$ cat src/rtl/hilo_muldiv_sequencer.sv
// hilo_muldiv_sequencer: iterative MULT/MULTU/DIV/DIVU unit owning HI/LO.
// Operands are reduced to magnitudes at launch, WIDTH shift-add or
// restoring-subtract steps run in RUN, and signs are restored in FIXUP
// while HI/LO are written.
module hilo_muldiv_sequencer #(
  parameter int WIDTH = 32
) (
  input  logic             clk,
  input  logic             reset_n,
  input  logic             start,
  input  logic [1:0]       op,
  input  logic [WIDTH-1:0] rs_val,
  input  logic [WIDTH-1:0] rt_val,
  input  logic             mthi,
  input  logic             mtlo,
  input  logic [WIDTH-1:0] wdata,
  input  logic             hilo_rd,
  input  logic             flush,
  output logic             busy,
  output logic             done,
  output logic             stall_req,
  output logic [WIDTH-1:0] hi,
  output logic [WIDTH-1:0] lo
);

  localparam int CW = $clog2(WIDTH);

  typedef enum logic [1:0] {IDLE = 2'd0, RUN = 2'd1, FIXUP = 2'd2} state_t;

  state_t           state;
  state_t           state_next;
  logic [CW-1:0]    counter;

  // Latched operation context
  logic             is_div;
  logic             neg_res;     // product sign, or quotient sign
  logic             neg_rem;     // remainder takes the dividend sign
  logic             div_zero;
  logic [WIDTH-1:0] operand_b;   // multiplicand or divisor magnitude
  logic [WIDTH-1:0] acc_hi;      // product high half / partial remainder
  logic [WIDTH-1:0] acc_lo;      // multiplier shifting out / quotient shifting in

  // Control strobes from the output decoder
  logic             launch;
  logic             step;
  logic             res_we;
  logic             move_we;

  // Operand magnitudes; unsigned ops (op[0]=1) pass through untouched
  logic             signed_op;
  logic             rs_neg;
  logic             rt_neg;
  logic [WIDTH-1:0] rs_mag;
  logic [WIDTH-1:0] rt_mag;

  assign signed_op = ~op[0];
  assign rs_neg    = signed_op & rs_val[WIDTH-1];
  assign rt_neg    = signed_op & rt_val[WIDTH-1];
  assign rs_mag    = rs_neg ? -rs_val : rs_val;
  assign rt_mag    = rt_neg ? -rt_val : rt_val;

  // One iteration of each algorithm
  logic [WIDTH:0]   mul_sum;
  logic [WIDTH:0]   div_shift;
  logic [WIDTH-1:0] div_diff;
  logic             div_ok;

  assign mul_sum   = {1'b0, acc_hi} + (acc_lo[0] ? {1'b0, operand_b} : '0);
  assign div_shift = {acc_hi, acc_lo[WIDTH-1]};
  assign div_ok    = div_shift >= {1'b0, operand_b};
  // When the subtract succeeds the true difference is below the divisor,
  // so the low WIDTH bits hold it exactly.
  assign div_diff  = div_shift[WIDTH-1:0] - operand_b;

  // Sign correction applied in FIXUP
  logic [2*WIDTH-1:0] product;
  logic [2*WIDTH-1:0] prod_fix;
  logic [WIDTH-1:0]   quo_fix;
  logic [WIDTH-1:0]   rem_fix;
  logic [WIDTH-1:0]   res_hi;
  logic [WIDTH-1:0]   res_lo;

  assign product  = {acc_hi, acc_lo};
  assign prod_fix = neg_res ? -product : product;
  // A zero divisor yields an all-ones quotient regardless of signs.
  assign quo_fix  = div_zero ? '1 : (neg_res ? -acc_lo : acc_lo);
  assign rem_fix  = neg_rem ? -acc_hi : acc_hi;
  assign res_hi   = is_div ? rem_fix : prod_fix[2*WIDTH-1:WIDTH];
  assign res_lo   = is_div ? quo_fix : prod_fix[WIDTH-1:0];

  // State register
  always_ff @(posedge clk or negedge reset_n) begin
    if (!reset_n) state <= IDLE;
    else          state <= state_next;
  end

  // Next-state logic; flush aborts from any state
  always_comb begin
    state_next = state;
    case (state)
      IDLE:    if (start && !flush) state_next = RUN;
      RUN:     if (flush) state_next = IDLE;
               else if (counter == '0) state_next = FIXUP;
      FIXUP:   state_next = IDLE;
      default: state_next = IDLE;
    endcase
  end

  // Output and strobe decode
  always_comb begin
    busy      = (state == RUN) || (state == FIXUP);
    stall_req = busy && (hilo_rd || mthi || mtlo || start);
    launch    = (state == IDLE) && start && !flush;
    step      = (state == RUN) && !flush;
    res_we    = (state == FIXUP) && !flush;
    move_we   = (state == IDLE) && !start && !flush;
  end

  // done pulses in the cycle after the FIXUP write
  always_ff @(posedge clk or negedge reset_n) begin
    if (!reset_n) done <= 1'b0;
    else          done <= res_we;
  end

  // Iteration datapath: load on launch, one step per RUN cycle
  always_ff @(posedge clk or negedge reset_n) begin
    if (!reset_n) begin
      counter   <= '0;
      is_div    <= 1'b0;
      neg_res   <= 1'b0;
      neg_rem   <= 1'b0;
      div_zero  <= 1'b0;
      operand_b <= '0;
      acc_hi    <= '0;
      acc_lo    <= '0;
    end else if (launch) begin
      counter   <= CW'(WIDTH - 1);
      is_div    <= op[1];
      neg_res   <= rs_neg ^ rt_neg;
      neg_rem   <= rs_neg;
      div_zero  <= (rt_val == '0);
      operand_b <= op[1] ? rt_mag : rs_mag;
      acc_hi    <= '0;
      acc_lo    <= op[1] ? rs_mag : rt_mag;
    end else if (step) begin
      counter <= counter - 1'b1;
      if (is_div) begin
        acc_hi <= div_ok ? div_diff : div_shift[WIDTH-1:0];
        acc_lo <= {acc_lo[WIDTH-2:0], div_ok};
      end else begin
        acc_hi <= mul_sum[WIDTH:1];
        acc_lo <= {mul_sum[0], acc_lo[WIDTH-1:1]};
      end
    end
  end

  // HI/LO: results from FIXUP, otherwise moves while idle
  always_ff @(posedge clk or negedge reset_n) begin
    if (!reset_n) begin
      hi <= '0;
      lo <= '0;
    end else if (res_we) begin
      hi <= res_hi;
      lo <= res_lo;
    end else if (move_we) begin
      if (mthi) hi <= wdata;
      if (mtlo) lo <= wdata;
    end
  end

endmodule

$ cat config.mk
export PLATFORM = sky130hd
export DESIGN_NAME = hilo_muldiv_sequencer
export DESIGN_NICKNAME = d
export VERILOG_FILES = /design/src/rtl/hilo_muldiv_sequencer.sv
export SDC_FILE = /design/constraint.sdc
export NUM_CORES = 1
export LEC_CHECK = 0
export CAP_MARGIN = 20
export CORE_MARGIN = 3
export CORE_UTILIZATION = 45
export CTS_BUF_LIST = sky130_fd_sc_hd__clkbuf_4
export DETAILED_ROUTE_END_ITERATION = 16
export DONT_BUFFER_PORTS = 1
export PLACE_DENSITY = 0.57
export SLEW_MARGIN = 20
export SYNTH_ARGS = -nofsm -noshare
export SYNTH_HDL_FRONTEND = slang
export SYNTH_SLANG_ARGS = --single-unit
$ cat constraint.sdc
create_clock -name clk -period 8.2 [get_ports clk]
set_input_delay 0.82 -clock clk [delete_from_list [all_inputs] [get_ports clk]]
set_output_delay 0.82 -clock clk [all_outputs]
set_load 0.02 [all_outputs]
* Yosys cells after proc, flatten, opt, wreduce, memory -nomap -nowiden
Index checks and enable logic that the tools add are counted.
** Word-level totals
- Register bits :: 172
** Cells by class
- Mux-type cells :: 30
- Equal/unequal tests :: 4
- Bitwise gates (word level) :: 4
- $add $sub $neg :: 8
- Reductions and logical operators :: 24
- Magnitude comparators :: 1
** Operators by type and width (number)
- two-way mux 32 bit :: 23
- negation 32 bit :: 4
- two-way mux 64 bit :: 1
- negation 64 bit :: 1
- adder 32 x 32 -> 33 bit :: 1
- >= comparator 33 x 32 -> 1 bit :: 1
- zero test 32 bit :: 1
- subtractor 32 bit :: 1
- two-way mux 5 bit :: 2
- logical AND 1 bit :: 8
- nonzero test 2 bit :: 4
- two-way mux 2 bit :: 3
- AND reduction 2 bit :: 3
- zero test 5 bit :: 1
- subtractor 5 x 1 -> 5 bit, second input constant :: 1
- logical OR 1 bit :: 4
- one-hot mux 2 bit (2 select lines) :: 1
- != test 3 bit, second input constant :: 1
- AND 1 bit :: 2
- == test 2 x 1 -> 1 bit, second input constant :: 1
- == test 2 bit, second input constant :: 1
- zero test 1 bit :: 2
- zero test 2 bit :: 1
- != test 2 bit, second input constant :: 1
- other kinds (2) :: 2

* Logic depth before layout (Yosys ltp)
Gate-level depths: netlist of the first run.
- Word-level depth :: 5
- Gate-level depth with buffers :: 14
- Depth with buffers taken out :: 13

* Worst setup path before layout of the first run
Ideal clock, no wire load.
- Path type :: register -> register
- Start :: reg acc_hi[14]
- End :: reg acc_hi[29]
- Setup time :: 137 ps
- Arrival :: 3185 ps
- Cell stages (with the launch flop) :: 13
- Slack :: 4877 ps
- Clock period less this slack :: 3323 ps
- Data required time :: 8063 ps
- Cell sequence :: dfrtp_1 -> ha_1 -> clkbuf_1 -> nand4_1 -> or4_1 -> o31ai_1 -> nor3_1 -> o211ai_1 -> nand2_1 -> buf_1 -> clkbuf_1 -> a221oi_1 -> a211oi_1
** On the way
- Cells in the longest elaborated chain, start to end :: 5
** Ends and longest elaborated chain
- from (decl) :: RTL line 40 : logic [WIDTH-1:0] acc_hi;
- from (signal assigned) :: RTL line 148 : acc_hi <= div_ok ? div_diff : div_shift[WIDTH-1:0];
- from (signal assigned) :: RTL line 151 : acc_hi <= mul_sum[WIDTH:1];
- subtractor 32 bit / >= comparator 33 x 32 -> 1 bit (equally long branches) :: RTL line 73, 70
- two-way mux 32 bit :: RTL line 148
- two-way mux 32 bit (*) :: RTL line 147 : if (is_div) begin
- two-way mux 32 bit (*) :: RTL line 145 : end else if (step) begin
- two-way mux 32 bit (*) :: RTL line 136 : end else if (launch) begin
Every way passes the cells marked *; elsewhere a longest branch is shown, timed or not. The select of a mux whose other input is x is not followed.
A chain may end at the register's enable or synchronous reset.

* Worst setup path after layout of the first run
- Start :: reg acc_hi[13]
- End :: reg acc_hi[0]
** On the way
- Cells in the longest elaborated chain, start to end :: 5
** Ends and longest elaborated chain
- >= comparator 33 x 32 -> 1 bit :: RTL line 70 : assign div_ok = div_shift >= {1'b0, operand_b};
- two-way mux 32 bit :: RTL line 148
- two-way mux 32 bit :: RTL line 147
- two-way mux 32 bit :: RTL line 145
- two-way mux 32 bit :: RTL line 136
Every way passes these cells. The select of a mux whose other input is x is not followed.

==> key figures, run 1 <==
Route
  – Drt drc: 0
  – Via count: 14.8k
  – Final Routed Wirelength: 55.6 mm
  – DRT iter0 DRCs: 1346
  – Via/cell ratio: a little over 6
  – ANT nets after route: 0
  – Pre-antenna DRT Iters: 5
  – DR WL/cell: 23.4 um

Critical path
  – Worst Path Buf+Inv: 1
  – Worst path most repeated cell: mux2_2
  – Critical Path RT: 8760 ps
  – Worst R2R End: acc_hi[0]
  – Crit-path cells: ha_1 > nand4_1 > or4_1 > o31ai_1 > a211oi_1 > nor2_1 > nand2_1 > buf_4 > mux2_2 > mux2_2 > o21ai_0
  – Worst setup SP type: flop
  – CP max stage cell: dfrtp_1
  – Critical path peak fanout: 22
  – R2R setup slack: 3600 ps
  – Critical path type: reg -> reg
  – Crit-path max cell delay: about 580 ps
  – Worst path top cell family by delay: simple AND/OR/NAND/NOR gates
  – Worst reg2reg startpoint: acc_hi[13]
  – Reg2Reg Depth: 11
  – Crit. End Element: flop
  – Crit path DAT: roughly 5200 ps

Timing
  – TNS Setup: 0 ps
  – Fmax: between 0.2 and 0.25 GHz
  – Relative slew margins: 0.304
  – Finish-stage setup viols: 0
  – Minimum clock period: 4600 ps
  – Unrepaired setup endpoints after global routing: no
  – Slew Limit Fails: 0
  – Final hold vios: 0
  – Post-route clock period utilization: 0.561
  – Setup Skew: 29.9 ps
  – Actual slew at the worst max-slew pin: around 1000 ps

Logic synthesis
  – Top-area cell type share of the netlist area: 0.276
  – Post-synthesis cell type count: slightly below 80
  – Register area share after synthesis: 0.276
  – Main synth FF type: dfrtp_1
  – Yosys warns: 0
  – Post-synthesis async set-or-reset flop share: 1.00
  – Top post-synthesis cells by area: dfrtp_1, nand2_1, ha_1
  – Number of flops mapped to enable cells by yosys: 0
  – Avg Inst Size Synth: 7.75 um2
  – Flop and latch count out of synthesis: 172
  – Mapped Nets: 2194
  – Post-synthesis cell count: approximately 2k
  – Dominant cell type by area after synthesis: dfrtp_1
  – Post-Syn Area: 15600 um2

Worst hold path
  – Hold WC Path Type: in -> async

Pwr
  – P per Cell Area: approximately 440 nW/um2
  – Static Leakage: 0.00666 uW
  – Peak supply drop: 0.204 mV

Status
  – Status: completed

Floorplan
  – Core box area: 33900 um2
  – Row cnt: 67
  – Die Height: 192 um
  – Die width: 192 um
  – Initial core utilization: 0.461
  – Die area: 37000 um2
  – # IOs: 172

Global route
  – Final global-route overflow total: 0
  – GRT Overall Usage: 0.296
  – Antenna violations before repair: 1
  – Largest net degree at the start of global routing: about 170
  – Vias in the first global route: 13.9k
  – First-pass GRT wire length: 84.2 mm

Clock tree
  – Reg clk slew, reported paths: 170 ps
  – CTS buffer count: 17
  – Clk Latency, worst-skew pair: 650 ps
  – H-tree Lvls: 4
  – Setup Buffers After CTS: 0
  – Root buffer cell: clkbuf_4
  – Clk buf depth: 2
  – CTS tree: done
  – Sink Count: 172

Final layout
  – P&R area growth vs syn: 3.27%
  – Fraction of layout instances using a drive strength above 1: 0.0481
  – Most frequent cells in the layout: nand2_1, o21ai_0, dfrtp_1
  – # nets final: between 2k and 2.5k
  – Cell Count, Final, Fillers Out: 2381
  – Most common cell after layout, fill and taps aside: nand2_1

Placed design
  – Dpl hpwl: 42.8 mm
  – Port bufs: 0
  – Placed insts: 2347
  – GPL Wtd Cong: 0.941

Run
  – Max-cap violations: 0
-- per-layer routing --
metal  track usage  up-vias  share of wire
met3        0.0494       54          0.079
li1              -     7102              -
met1         0.416     7076           0.44
met5             0        -              0
met2         0.475      586           0.46
met4        0.0762        0          0.022
-- worst max path at each step --
stage | from | slack (ps) | endpoint | depth (start not counted)
floorplan | acc_hi[14] | 4880 | acc_hi[29] | 12
global placement | acc_hi[13] | 3950 | acc_hi[0] | 11
detailed placement | acc_hi[13] | 3770 | acc_hi[0] | 11
CTS | acc_hi[13] | 3730 | acc_hi[0] | 11
global route | acc_hi[13] | 3400 | acc_hi[0] | 11
finish | acc_hi[13] | 3600 | acc_hi[0] | 11
-- cell families (layout without fill, tap and decap cells) --
| family | after synthesis | in the layout | synth area share |
|---|---|---|---|
| AO/OA/AOI/OAI | 622 | 622 | 0.251 |
| other | 0 | 1 | 0 |
| adder cells (fa/ha/maj) | 75 | 75 | 0.0610 |
| flip-flops | 172 | 172 | 0.276 |
| AND/OR/NAND/NOR | 679 | 679 | 0.207 |
| buffers and inverters | 203 | 121 | 0.0494 |
| XOR/XNOR | 166 | 166 | 0.0931 |
| multiplexers | 97 | 97 | 0.0638 |
-- power breakdown --
| part | internal (uW) | switching (uW) | total [uW] |
|---|---|---|---|
| clock | 161 | 350 | 510 |
| sequential | 1240 | 794 | 2030 |
| combinational | 1750 | 2750 | 4500 |
| total | 3150 | 3900 | 7040 |
-- registers in the layout, summed over array words and instances, names as in the netlist --
register / count
is_div: 1
operand_b: 32
hi: 32
acc_lo: 32
acc_hi: 32
state: 2
div_zero: 1
neg_rem: 1
lo: 32
neg_res: 1
done: 1
counter: 5
-- synthesized netlist by cell type, drive strengths merged (19+ instances only) --
library cell and number:
nand2 245, o21ai 181, dfrtp 172, nor2 170
a21oi 163, clkbuf 113, xnor2 86, xor2 80
mux2i 77, ha 73, inv 71, nor3 45
o211ai 44, a211oi 39, nand3 39, a32oi 33
or3 30, a21o 28, o31ai 25, nor2b 21
a31oi 20, mux2 20, nand4 19
-- metrics by stage --
stage	worst slack [ps]	hold slack (ps)	instance area, um2	utilization	power (uW)
finish	3600	195	16100	0.476	7040
global route	3400	183	16100	0.476	7590
CTS	3730	184	16100	0.476	6970
detailed placement	3770	470	15800	0.467	6430
global placement	3950	467	15800	0.467	6420
floorplan	4880	444	15600	-	5170
-- worst reg2reg max path, stage by stage, from the launching register on --
cell,delay (ps)
dfrtp_1,580
ha_1,530
nand4_1,200
or4_1,570
o31ai_1,530
a211oi_1,110
nor2_1,220
nand2_1,570
buf_4,480
mux2_2,310
mux2_2,270
o21ai_0,140
-- final cells by class --
cell class / instances / area (um2)
fillers: 3417 / 17700
well taps: 448 / 561
multi-input cells: 1639 / 10600
clock inverters: 14 / 140
flip-flops and latches: 172 / 4310
inverters: 72 / 270
diodes: 1 / 2.50
clock buffers: 18 / 135
repair buffers: 17 / 148
-- repair_timing --
action / 4_1_cts / 5_1_grt
hold buffers: 1 / 0
resized for setup: 0 / 0
setup endpoints to repair: 0 / 0
endpoints found under the hold margin: 172 / 0
No activity file was read; power rests on OpenSTA's default activity.
==> run 2: changes to the inputs <==
- PLACE_DENSITY: 0.57 -> 0.59
- clock period: 8.2 -> 3.9 ns (I/O delays scaled with it)
==> key figures, run 2 (same netlist as run 1, synthesis figures left out) <==
Route
  – Metal-1 WL: about 25 mm
  – Pre-antenna DRT Iters: 6
  – Via count: 15.6k
  – Final Routed Wirelength: 57.8 mm
  – Highest Signal Layer: met4
  – Via/cell ratio: 6.27
  – Met2 Routed Length: 25.8 mm
  – DRT iter0 DRCs: 1727
  – DR WL/cell: 23.3 um
  – Drt drc: 0
  – ANT nets after route: 0
  – Met3 WL: 4.57 mm

Worst hold path
  – Hold WC Path Type: in -> async

Final layout
  – Most common cell after layout, fill and taps aside: nand2_1
  – Cell Count, Final, Fillers Out: 2484
  – P&R area growth vs syn: 9.05%
  – Most frequent cells in the layout: nand2_1, o21ai_0, dfrtp_1
  – Fraction of layout instances using a drive strength above 1: 0.0723
  – # nets final: 2200

Placed design
  – Placed insts: 2400
  – Place WS: 298 ps
  – Port bufs: 0
  – GPL Wtd Cong: 0.968
  – Dpl hpwl: 43.3 mm

Status
  – Failing checks: hold timing
  – Status: finished, violations left

Floorplan
  – Die width: 192 um
  – Die area: roughly 37000 um2
  – Die Height: 192 um
  – Initial core utilization: 0.461
  – Row cnt: 67
  – Core box area: ~34000 um2
  – # IOs: 172

Pwr
  – Sw Pwr: 8250 uW
  – P per Cell Area: between 800 and 900 nW/um2
  – Sw Ratio: 0.544
  – PnR Total Power: around 15000 uW
  – Int Pwr: 6910 uW
  – Peak supply drop: 0.353 mV
  – Logic pwr share: 0.669
  – Sequential power share: 0.259
  – Clock group share of total power: 0.072
  – Static Leakage: 0.00712 uW

Timing
  – Worst setup slack after layout: 277 ps
  – Finish-stage setup viols: 0
  – Setup Skew: 26.2 ps
  – Post-route clock period utilization: 0.929
  – Relative slew margins: 0.185
  – TNS Setup: 0 ps
  – Actual slew at the worst max-slew pin: 1220 ps
  – Slew Limit Fails: 0
  – Unrepaired setup endpoints after global routing: no
  – Minimum clock period: about 3600 ps
  – Final hold vios: around 170
  – WHS: -610 ps
  – Fmax: 0.276 GHz

Global route
  – Antenna violations before repair: 2
  – Final global-route overflow total: 0
  – Vias in the first global route: 15.0k
  – First-pass GRT wire length: 88.4 mm
  – GRT Overall Usage: 0.309
  – Largest net degree at the start of global routing: 173

Clock tree
  – Clk buf depth: 2
  – Reg clk slew, reported paths: 190 ps
  – Cts hold-fix bufs: 49
  – Sink Count: 172
  – CTS tree: done
  – Clk Latency, worst-skew pair: 670 ps
  – H-tree Lvls: 4
  – Root buffer cell: clkbuf_4
  – CTS buffer count: 17

Run
  – Max-cap violations: 0

Critical path
  – R2R setup slack: 280 ps
  – Critical Path RT: approximately 4500 ps
  – Worst reg2reg startpoint: acc_lo[0]
  – Critical path type: reg -> reg
  – Worst R2R End: acc_hi[31]
  – Crit path DAT: ~4200 ps
  – Worst setup SP type: flop
  – Reg2Reg Depth: 15
  – Crit. End Element: flop
  – Critical path peak fanout: 5
run 2: cell types whose count changed in the layout (fill, tap and decap cells not counted):
| cell | before | now |
|---|---|---|
| bufinv_16 | 1 | 0 |
| clkinv_2 | 3 | 0 |
| buf_12 | 0 | 2 |
| dlygate4sd3_1 | 0 | 48 |
| clkinv_4 | 3 | 2 |
| inv_8 | 1 | 3 |
| inv_1 | 71 | 70 |
| clkinvlp_4 | 2 | 3 |
| inv_6 | 3 | 4 |
| clkinv_8 | 1 | 3 |
| diode_2 | 1 | 3 |
| buf_16 | 1 | 0 |
| buf_4 | 16 | 68 |
run 2: worst max-delay path by stage:
| stage | cells after the start | startpoint | endpoint |
|---|---|---|---|
| 2_1_floorplan | 12 | acc_hi[14] | acc_hi[29] |
| 3_3_place_gp | 14 | acc_lo[0] | acc_hi[24] |
| 3_5_place_dp | 14 | acc_lo[0] | acc_hi[24] |
| 4_1_cts | 14 | acc_lo[0] | acc_hi[24] |
| 5_1_grt | 13 | acc_lo[0] | acc_hi[31] |
| 6_report | 15 | acc_lo[0] | acc_hi[31] |
run 2: area by class of cell:
type,instances,area (um2)
Fill cell,3329,16800
Sequential cell,172,4310
Antenna cell,3,7.51
Multi-Input combinational cell,1639,10600
Clock buffer,18,135
Clock inverter,14,150
Inverter,72,274
Timing Repair Buffer,118,1030
Tap cell,448,561
run 2: per-layer routing:
layer	up-vias	GRT usage
met5	-	0
met4	0	0.141
met3	129	0.0576
met2	658	0.488
met1	7495	0.410
li1	7293	-
run 2: per-stage QoR:
| stage | util | area, um2 |
|---|---|---|
| floorplan | - | 15600 |
| global placement | 0.479 | 16200 |
| detailed placement | 0.479 | 16200 |
| CTS | 0.503 | 17000 |
| global route | 0.503 | 17000 |
| finish | 0.503 | 17000 |
run 2: critical path, cell delays in order, from the launching register on:
cell and delay (ps):
dfrtp_1 420, buf_4 160, and2_1 120, ha_1 200, inv_1 70, fa_1 410, nand2b_1 210, a211oi_1 380
o41ai_1 130, buf_4 160, nand2_1 100, a31oi_1 160, o31ai_1 460, a221o_1 230, a211oi_1 70, o31ai_1 250
run 2: power by group through the flow:
stage                     combinational (uW)  clock [uW]  sequential, uW
after floorplan                         7230           0            3640
after global placement                  9790           0            3920
after detailed placement                9810           0            3950
after CTS                               9950        1120            3900
after global routing                   11100        1200            4030
final                                  10100        1090            3920
run 2: timing repair:
action                                  in CTS  in global routing
endpoints found under the setup margin       0                  2
setup buffers                                0                  0
gates resized for setup                      0                  1
endpoints found under the hold margin      284                172
